===== src/rtl/spm_mem_pkg.sv =====
// Shared types for the SPM memory pipe: write-collision modes and
// byte-enable width helper.
package spm_mem_pkg;

    typedef enum logic [1:0] {
        WM_READ_FIRST  = 2'd0,
        WM_WRITE_FIRST = 2'd1,
        WM_NO_CHANGE   = 2'd2
    } wmode_e;

    function automatic int be_width(input int data_w);
        return data_w / 8;
    endfunction

endpackage


===== src/rtl/spm_resp_fifo.sv =====
// First-word-fall-through response buffer with occupancy count.
// Output data reads as zero while empty.
module spm_resp_fifo #(
    parameter int DEPTH = 2,
    parameter int WIDTH = 9
) (
    input  logic                         clk_i,
    input  logic                         rst_i,
    input  logic                         push_i,
    input  logic [WIDTH-1:0]             data_i,
    input  logic                         pop_i,
    output logic [WIDTH-1:0]             data_o,
    output logic [$clog2(DEPTH+1)-1:0]   count_o
);

    localparam int PW    = (DEPTH > 1) ? $clog2(DEPTH) : 1;
    localparam int CNT_W = $clog2(DEPTH + 1);

    logic [WIDTH-1:0] buf_q [DEPTH];
    logic [PW-1:0]    rd_q, rd_d, wr_q, wr_d;
    logic [CNT_W-1:0] cnt_q, cnt_d;
    logic             do_push, do_pop;

    function automatic logic [PW-1:0] bump(input logic [PW-1:0] p);
        return (p == PW'(DEPTH - 1)) ? '0 : p + 1'b1;
    endfunction

    assign do_pop  = pop_i && (cnt_q != '0);
    assign do_push = push_i && ((cnt_q != CNT_W'(DEPTH)) || do_pop);

    always_comb begin
        rd_d  = do_pop ? bump(rd_q) : rd_q;
        wr_d  = do_push ? bump(wr_q) : wr_q;
        cnt_d = cnt_q;
        case ({do_push, do_pop})
            2'b10:   cnt_d = cnt_q + 1'b1;
            2'b01:   cnt_d = cnt_q - 1'b1;
            default: cnt_d = cnt_q;
        endcase
    end

    always_ff @(posedge clk_i) begin
        if (rst_i) begin
            rd_q  <= '0;
            wr_q  <= '0;
            cnt_q <= '0;
        end else begin
            rd_q  <= rd_d;
            wr_q  <= wr_d;
            cnt_q <= cnt_d;
        end
    end

    always_ff @(posedge clk_i) begin
        if (do_push) buf_q[wr_q] <= data_i;
    end

    assign data_o  = (cnt_q != '0) ? buf_q[rd_q] : '0;
    assign count_o = cnt_q;

endmodule


===== src/rtl/spm_mem_pipe.sv =====
// Single-port synchronous RAM behind valid/ready request/response ports,
// with byte enables, 1- or 2-cycle read latency and credit flow control.
module spm_mem_pipe
  import spm_mem_pkg::*;
#(
  parameter int     DATA_W       = 8,
  parameter int     ADDR_W       = 8,
  parameter int     DEPTH        = 1 << ADDR_W,
  parameter int     READ_LATENCY = 1,
  parameter wmode_e WRITE_MODE   = WM_READ_FIRST,
  parameter string  INIT_FILE    = "mem_init.txt"
) (
  input  logic                        clk,
  input  logic                        rst,
  input  logic                        req_valid,
  output logic                        req_ready,
  input  logic                        req_write,
  input  logic [ADDR_W-1:0]           req_addr,
  input  logic [DATA_W-1:0]           req_wdata,
  input  logic [be_width(DATA_W)-1:0] req_be,
  output logic                        resp_valid,
  input  logic                        resp_ready,
  output logic [DATA_W-1:0]           resp_rdata,
  output logic                        resp_write
);

  localparam int BE_W  = be_width(DATA_W);
  localparam int IW    = (DEPTH > 1) ? $clog2(DEPTH) : 1;
  localparam int SLOTS = READ_LATENCY + 1;
  localparam int CW    = $clog2(SLOTS + 1);
  localparam int RW    = DATA_W + 1;

  if ((DATA_W % 8) != 0 || DATA_W < 8) begin : g_bad_dw
    $error("DATA_W must be a non-zero multiple of 8");
  end
  if (READ_LATENCY < 1 || READ_LATENCY > 2) begin : g_bad_rl
    $error("READ_LATENCY must be 1 or 2");
  end
  if (DEPTH < 1 || DEPTH > (1 << ADDR_W)) begin : g_bad_depth
    $error("DEPTH must be in 1..2**ADDR_W");
  end

  logic [DATA_W-1:0]          mem_q [DEPTH];
  logic                       acc, pop, in_rng;
  logic [IW-1:0]              idx;
  logic [DATA_W-1:0]          old_w, merged, rsp_d;
  logic [DATA_W-1:0]          last_rd_q, last_rd_d;
  logic [CW-1:0]              cred_q, cred_d;
  logic                       push;
  logic [RW-1:0]              push_data, fifo_data;
  logic [$clog2(SLOTS+1)-1:0] fifo_cnt;

  assign acc    = req_valid & req_ready;
  assign pop    = resp_valid & resp_ready;
  assign in_rng = {1'b0, req_addr} < (ADDR_W + 1)'(DEPTH);
  assign idx    = IW'(req_addr);
  assign old_w  = in_rng ? mem_q[idx] : '0;

  always_comb begin
    merged = old_w;
    for (int i = 0; i < BE_W; i++) begin
      if (req_be[i]) merged[8*i +: 8] = req_wdata[8*i +: 8];
    end
  end

  always_comb begin
    rsp_d = old_w;
    if (req_write) begin
      case (WRITE_MODE)
        WM_WRITE_FIRST: rsp_d = in_rng ? merged : '0;
        WM_NO_CHANGE:   rsp_d = last_rd_q;
        default:        rsp_d = old_w;
      endcase
    end
  end

  assign last_rd_d = (acc && !req_write) ? old_w : last_rd_q;

  always_ff @(posedge clk) begin
    if (acc && req_write && in_rng) mem_q[idx] <= merged;
  end

  always_comb begin
    cred_d = cred_q;
    case ({acc, pop})
      2'b10:   cred_d = cred_q - 1'b1;
      2'b01:   cred_d = cred_q + 1'b1;
      default: cred_d = cred_q;
    endcase
  end

  always_ff @(posedge clk) begin
    if (rst) begin
      cred_q    <= CW'(SLOTS);
      last_rd_q <= '0;
    end else begin
      cred_q    <= cred_d;
      last_rd_q <= last_rd_d;
    end
  end

  if (READ_LATENCY == 2) begin : g_lat2
    logic          s_vld_q;
    logic [RW-1:0] s_data_q;

    always_ff @(posedge clk) begin
      if (rst) s_vld_q <= 1'b0;
      else     s_vld_q <= acc;
    end

    always_ff @(posedge clk) begin
      if (acc) s_data_q <= {req_write, rsp_d};
    end

    assign push      = s_vld_q;
    assign push_data = s_data_q;
  end else begin : g_lat1
    assign push      = acc;
    assign push_data = {req_write, rsp_d};
  end

  spm_resp_fifo #(
    .DEPTH (SLOTS),
    .WIDTH (RW)
  ) u_fifo (
    .clk_i   (clk),
    .rst_i   (rst),
    .push_i  (push),
    .data_i  (push_data),
    .pop_i   (pop),
    .data_o  (fifo_data),
    .count_o (fifo_cnt)
  );

  assign req_ready  = !rst && (cred_q != '0);
  assign resp_valid = (fifo_cnt != '0);
  assign {resp_write, resp_rdata} = fifo_data;

endmodule


===== config.mk =====
export PLATFORM = sky130hd
export DESIGN_NAME = spm_mem_pipe
export DESIGN_NICKNAME = d
export VERILOG_FILES = /design/src/rtl/spm_mem_pkg.sv /design/src/rtl/spm_resp_fifo.sv /design/src/rtl/spm_mem_pipe.sv
export SDC_FILE = /design/constraint.sdc
export NUM_CORES = 2
export LEC_CHECK = 0
export BUFFER_PORTS_ARGS = -buffer_cell sky130_fd_sc_hd__buf_4
export CORE_MARGIN = 2
export CORE_UTILIZATION = 40
export DETAILED_ROUTE_END_ITERATION = 7
export HOLD_SLACK_MARGIN = 0.03
export PLACE_DENSITY = 0.56
export SLEW_MARGIN = 20
export SYNTH_ARGS = -nofsm -noshare
export SYNTH_HDL_FRONTEND = slang
export SYNTH_HIERARCHICAL = 1
export SYNTH_SLANG_ARGS = --single-unit

===== constraint.sdc =====
create_clock -name clk -period 25.2 [get_ports clk]
set_input_delay 0 -clock clk [delete_from_list [all_inputs] [get_ports clk]]
set_output_delay 0 -clock clk [all_outputs]
set_load 0.005 [all_outputs]

== Word-level counts from Yosys, hierarchy flattened ==
Memory sizes are Yosys's and may differ from the RTL's. A register that Yosys moved wholly into a read port is not among the register bits.
Cells that the tools add are included.

* Register bits after elaboration: 6
* RAM bits: 2,066
* Memories kept: 2
* Input bits: 22

{| class="wikitable"
|+ Memories
! memory !! words !! bits a word !! read ports !! clocked after memory_dff !! wr ports !! RTL line !! RTL
|-
| mem_q || 256 || 8 || 1 || 0 || 1 || spm_mem_pipe.sv:43 || <nowiki>logic [DATA_W-1:0] mem_q [DEPTH];</nowiki>
|-
| u_fifo.buf_q || 2 || 9 || 1 || 1 || 1 || spm_resp_fifo.sv:19 || <nowiki>logic [WIDTH-1:0] buf_q [DEPTH];</nowiki>
|}

* Reduce and logical (&&, ||, !) cells: 10
* Bitwise logic cells: 2
* Muxes and demuxes: 12
* Add/subtract/negate cells: 6
* Equal/unequal tests: 5

{| class="wikitable"
|+ Operator list
! operator !! number
|-
| $mux 9 || 1
|-
| $mux 1 || 8
|-
| $mux 8 || 1
|-
| $pmux 2 s2 || 2
|-
| $reduce_bool 2->1 || 4
|-
| $add 2x1->2 const B || 2
|-
| $eq 2x1->1 const B || 2
|-
| $eq 2x2->1 const B || 2
|-
| $logic_and 1x1->1 || 4
|-
| $sub 2x1->2 const B || 2
|-
| $add 1x1->1 const B || 2
|-
| $and 1x1->1 || 2
|-
| $ne 2x2->1 const B || 1
|-
| $logic_not 1->1 || 1
|-
| $logic_or 1x1->1 || 1
|}

== Depth between registers and ports, before layout ==
* Word-level depth: 7
* Depth in mapped cells: 12
* Gate-level depth less buffers: 8

== By module ==
The synthesis kept the hierarchy.

{| class="wikitable"
|+ Modules (own cells, without submodules)
! module !! seq. area each (um2) !! area each (um2) !! times used !! cells each
|-
| spm_mem_pipe || 61,539.0 || 79,757.7 || 1 || 4,004
|-
| spm_resp_fifo || 640.6 || 894.6 || 1 || 63
|}

== Worst setup path after synthesis ==
Ideal clock, no wire load.

* Kind: input-to-reg
* Start point: input port req_addr[1]
* End point: memory mem_q[0][7] (data pin)
* Stages on the path: 10
* Path slack: 11,046 ps
* Arrival time: 11,911 ps
* Cells stage by stage: buf_4 buf_4 buf_4 buf_2 mux2i_1 a221oi_1 o21ai_0 a41oi_1 a2111oi_4 o31ai_1

* Word-level cells in the longest chain between the ends: 2

{| class="wikitable"
|+ RTL lines
! element !! RTL line !! RTL
|-
| from (decl) || spm_mem_pipe.sv:18 || <nowiki>input logic [ADDR_W-1:0] req_addr,</nowiki>
|-
| $mem_v2 256x8 || -- ||
|-
| $mux 8 || spm_mem_pipe.sv:62 || <nowiki>if (req_be[i]) merged[8*i +: 8] = req_wdata[8*i +: 8];</nowiki>
|-
| via merged[7] || spm_mem_pipe.sv:46 || <nowiki>logic [DATA_W-1:0] old_w, merged, rsp_d;</nowiki>
|-
| to (decl) || spm_mem_pipe.sv:43 ||
|}

The timed path passes the listed nets, and every way through them passes these cells.

== Worst setup path after layout ==
* Start point: input port req_addr[1]
* End point: memory mem_q[50][1] (data pin)

Same word-level chain as after synthesis.

==> impl_metrics.tcl <==
set metrics [dict create \
    run_status "completed" \
    firstDrtPassIters 5 \
    standard_cell_with_the_maximum_stage_delay_on_the_critical_path "sky130_fd_sc_hd__buf_4" \
    report.final.hold_viol_count 0 \
    die_width_um 453 \
    num_rows 164 \
    routed-via-count 40100 \
    rsz_0062_raised_after_global_routing "false" \
    end_point_of_the_critical_path "mem_q[50][1]" \
    post_synth_num_cell_types 62 \
    detail_route.drc_violations 0 \
    worst_path_dominant_cell_family "buffers and inverters" \
    total_leakage_power_nw 28.4 \
    bufs_on_longest_clock_path 3 \
    worst-slew-pin-transition_ns 1.20 \
    cts_tree "done" \
    syn_to_final_growth_pct 11.8 \
    synth.yosys.seq_area_share 0.771 \
    finalCriticalPeriod_ns 7.26 \
    critical_path_cell_count 15 \
    fillerInstances 16900 \
    cp_max_fo 105 \
    dp_hpwl_mm 122 \
    post_synth_inst_count 4067 \
    gp_routability_congestion 0.791 \
    clk_latency_ns 0.86 \
    total_power_w 0.00720 \
    cts_max_level 4 \
    grt_pass1_wl_mm 296 \
    synth_fp_nets 4091 \
    power-per-cell-area_nw_per_um2 79.8 \
    synthesis.yosys.warnings 6 \
    global_routing_usage_summed_across_all_routing_layers 0.199 \
    clk_pin_slew_worst_paths_ns 0.06 \
    slew-limit-headroom 0.194 \
    fmax_ghz 0.138 \
    worst-path-buf-inv 8 \
    regToRegEndpoint "mem_q[215][6]" \
    final_period_util 0.288 \
    synth.ff_latch_count 2073 \
    via_to_cell_ratio 5.75 \
    design.die.area_um2 205000 \
    design.portCount 33 \
    numCtsBuffers 206 \
    crit_path_start "req_addr[1]" \
    crit_required_ns 25.72 \
    initial_antenna_violation_count 7 \
    post_cts_resized 0 \
    io_buffer_count 32 \
    floorplan.initialDensity 0.403 \
    r2r_start "mem_q[42][6]" \
    report.final.slew_viol_count 0 \
    drv.max_cap_violation_count 0 \
    fp.coreArea_um2 200000 \
    setup_tns_ns 0 \
    vdd_ir_drop_max_mv 0.0634 \
    path_class "in2reg" \
    cts-hold-fix-buffers 14 \
    critPathCaptureType "register" \
    finalSetupViolations 0 \
    grt_start_max_net_pins 201 \
    wl_per_cell_um 29.5 \
    final_common_cell "sky130_fd_sc_hd__edfxtp_1" \
    final_layout_size_suffix_gt1_frac 0.172 \
    synth_enable_flop_cells 2066 \
    critPathLaunchType "primary input" \
    critical-path-max-stage-delay_ns 0.86 \
    drt_antenna_net_count 0 \
    timing.reg2reg.worst_path_depth 9 \
    crit_path_frequent_cell "sky130_fd_sc_hd__buf_4" \
    final_nets 4176 \
    clock_sinks 2073 \
    hold_crit_class "in2reg" \
    root_buffer_master "sky130_fd_sc_hd__clkbuf_16" \
    reg2reg_slack_ns 20.48 \
    worst_ep_arrival_time_ns 7.78 \
    syn_avg_cell_area_um2 19.8 \
    final.setup_skew_ns 0.0336 \
    routed_wl_mm 206 \
    synthFlopType "sky130_fd_sc_hd__edfxtp_1" \
    cts_setup_buffers 0 \
    layout.cells.most_common_list "sky130_fd_sc_hd__edfxtp_1, sky130_fd_sc_hd__mux2i_1, sky130_fd_sc_hd__mux4_2" \
    fp.dieH_um 453 \
    cell_by_cell_listing_of_the_critical_path "buf_8, buf_4, buf_12, buf_4, buf_4, buf_4, mux2i_1, a22oi_1, nand3_1, and3_1, nand4_1, nor4b_1, o31ai_4, buf_4, buf_4" \
    globalRoute.totalOverflow 0 \
    initialDrtViolationCount 4065 \
    number_of_global_route_vias_before_repair 39900 \
    post_synth_instance_area_um2 80700 \
    async_reset_ff_frac 0 \
]
synth_stat cells, types with 9 or more instances:
cell type | n | area (um2)
sky130_fd_sc_hd__edfxtp_1 | 2066 | 62000
sky130_fd_sc_hd__nor2_1 | 296 | 1110
sky130_fd_sc_hd__mux4_2 | 311 | 7000
sky130_fd_sc_hd__o22ai_1 | 32 | 200
sky130_fd_sc_hd__nand3_1 | 45 | 225
sky130_fd_sc_hd__a21oi_1 | 24 | 120
sky130_fd_sc_hd__and2_1 | 10 | 62.6
sky130_fd_sc_hd__buf_6 | 13 | 146
sky130_fd_sc_hd__buf_2 | 83 | 415
sky130_fd_sc_hd__buf_1 | 12 | 45.0
sky130_fd_sc_hd__nand4_1 | 20 | 125
sky130_fd_sc_hd__and3_1 | 20 | 125
sky130_fd_sc_hd__buf_4 | 47 | 353
sky130_fd_sc_hd__a221oi_1 | 74 | 648
sky130_fd_sc_hd__o211ai_1 | 10 | 75.1
sky130_fd_sc_hd__a22oi_1 | 166 | 1250
sky130_fd_sc_hd__nor2b_1 | 9 | 56.3
sky130_fd_sc_hd__o21ai_0 | 48 | 240
sky130_fd_sc_hd__nor3_1 | 11 | 55.1
sky130_fd_sc_hd__mux2i_1 | 443 | 4430
sky130_fd_sc_hd__nand2_1 | 116 | 435
sky130_fd_sc_hd__a41oi_1 | 19 | 166
sky130_fd_sc_hd__clkbuf_1 | 89 | 334
layer usage:
| layer | wire, um | global-route usage | part of all wire | up-vias |
|---|---|---|---|---|
| met4 | 5340 | 0.0578 | 0.026 | 4 |
| met2 | 96800 | 0.310 | 0.47 | 1392 |
| met1 | 90200 | 0.289 | 0.44 | 21500 |
| li1 | - | - | - | 16900 |
| met5 | 22 | 0 | 0.00011 | - |
| met3 | 13600 | 0.0346 | 0.066 | 276 |
how the worst min path moves through the flow:
stage	start	endpoint	slack [ns]	cells past startpoint
3_3_place_gp	rst	u_fifo/count_o[1]	0.24	2
3_5_place_dp	rst	u_fifo/count_o[0]	0.25	2
2_1_floorplan	rst	req_ready	0.04	1
6_report	req_be	mem_q[14][2]	0.05	3
4_1_cts	req_wdata[5]	mem_q[40][5]	0.11	4
5_1_grt	req_be	mem_q[12][2]	0.06	3
state kept, by name, summed over array words and instances, names as in the netlist, named ones only:
register and count:
u_fifo/count_o 2, u_fifo/rd_q 1, u_fifo/wr_q 1, cred_q 2, u_fifo/buf_q 18, mem_q 2048
kinds of logic after synthesis:
group | synth area share
xor+xnor | 0.000543
compound gates | 0.0370
buf+inv | 0.0168
fa+ha+maj | 0.000310
simple gates | 0.0320
flops | 0.771
mux | 0.142
cell type report:
class	count	area [um2]	area share
Antenna cell	1	2.50	0.0000277
Inverter	7	26.3	0.000291
Multi-Input combinational cell	1740	17300	0.192
Sequential cell	2073	62200	0.689
Clock inverter	118	910	0.0101
Timing Repair Buffer	124	1080	0.0119
Clock buffer	255	5360	0.0594
Tap cell	2656	3320	0.0368
through the flow:
stage	std cells	hold slack, ns	util	setup slack (ns)	area [um2]
6_report	6974	0.0485	0.451	17.94	90200
5_1_grt	6973	0.0586	0.451	17.60	90200
4_1_cts	6971	0.105	0.451	17.86	90200
3_5_place_dp	6584	0.248	0.419	16.80	83700
3_3_place_gp	6584	0.240	0.418	16.92	83700
2_1_floorplan	4067	0.0359	-	11.05	80700
where the power goes:
part | internal, W | switching [W]
clock network | 0.00158 | 0.00131
logic | 0.000112 | 0.000307
registers | 0.00388 | 0.00000301
total | 0.00557 | 0.00162
worst register-to-register path, stage by stage (launching register included):
cell and delay, ns:
sky130_fd_sc_hd__edfxtp_1 0.32, sky130_fd_sc_hd__mux2i_1 0.06, sky130_fd_sc_hd__a22oi_1 0.23, sky130_fd_sc_hd__o211ai_1 0.25
sky130_fd_sc_hd__nand4_1 0.29, sky130_fd_sc_hd__o221ai_1 0.16, sky130_fd_sc_hd__dlygate4sd3_1 0.59, sky130_fd_sc_hd__a32oi_1 0.40
sky130_fd_sc_hd__mux2_8 0.93, sky130_fd_sc_hd__buf_4 0.93
No activity file was read; power rests on OpenSTA's default activity.
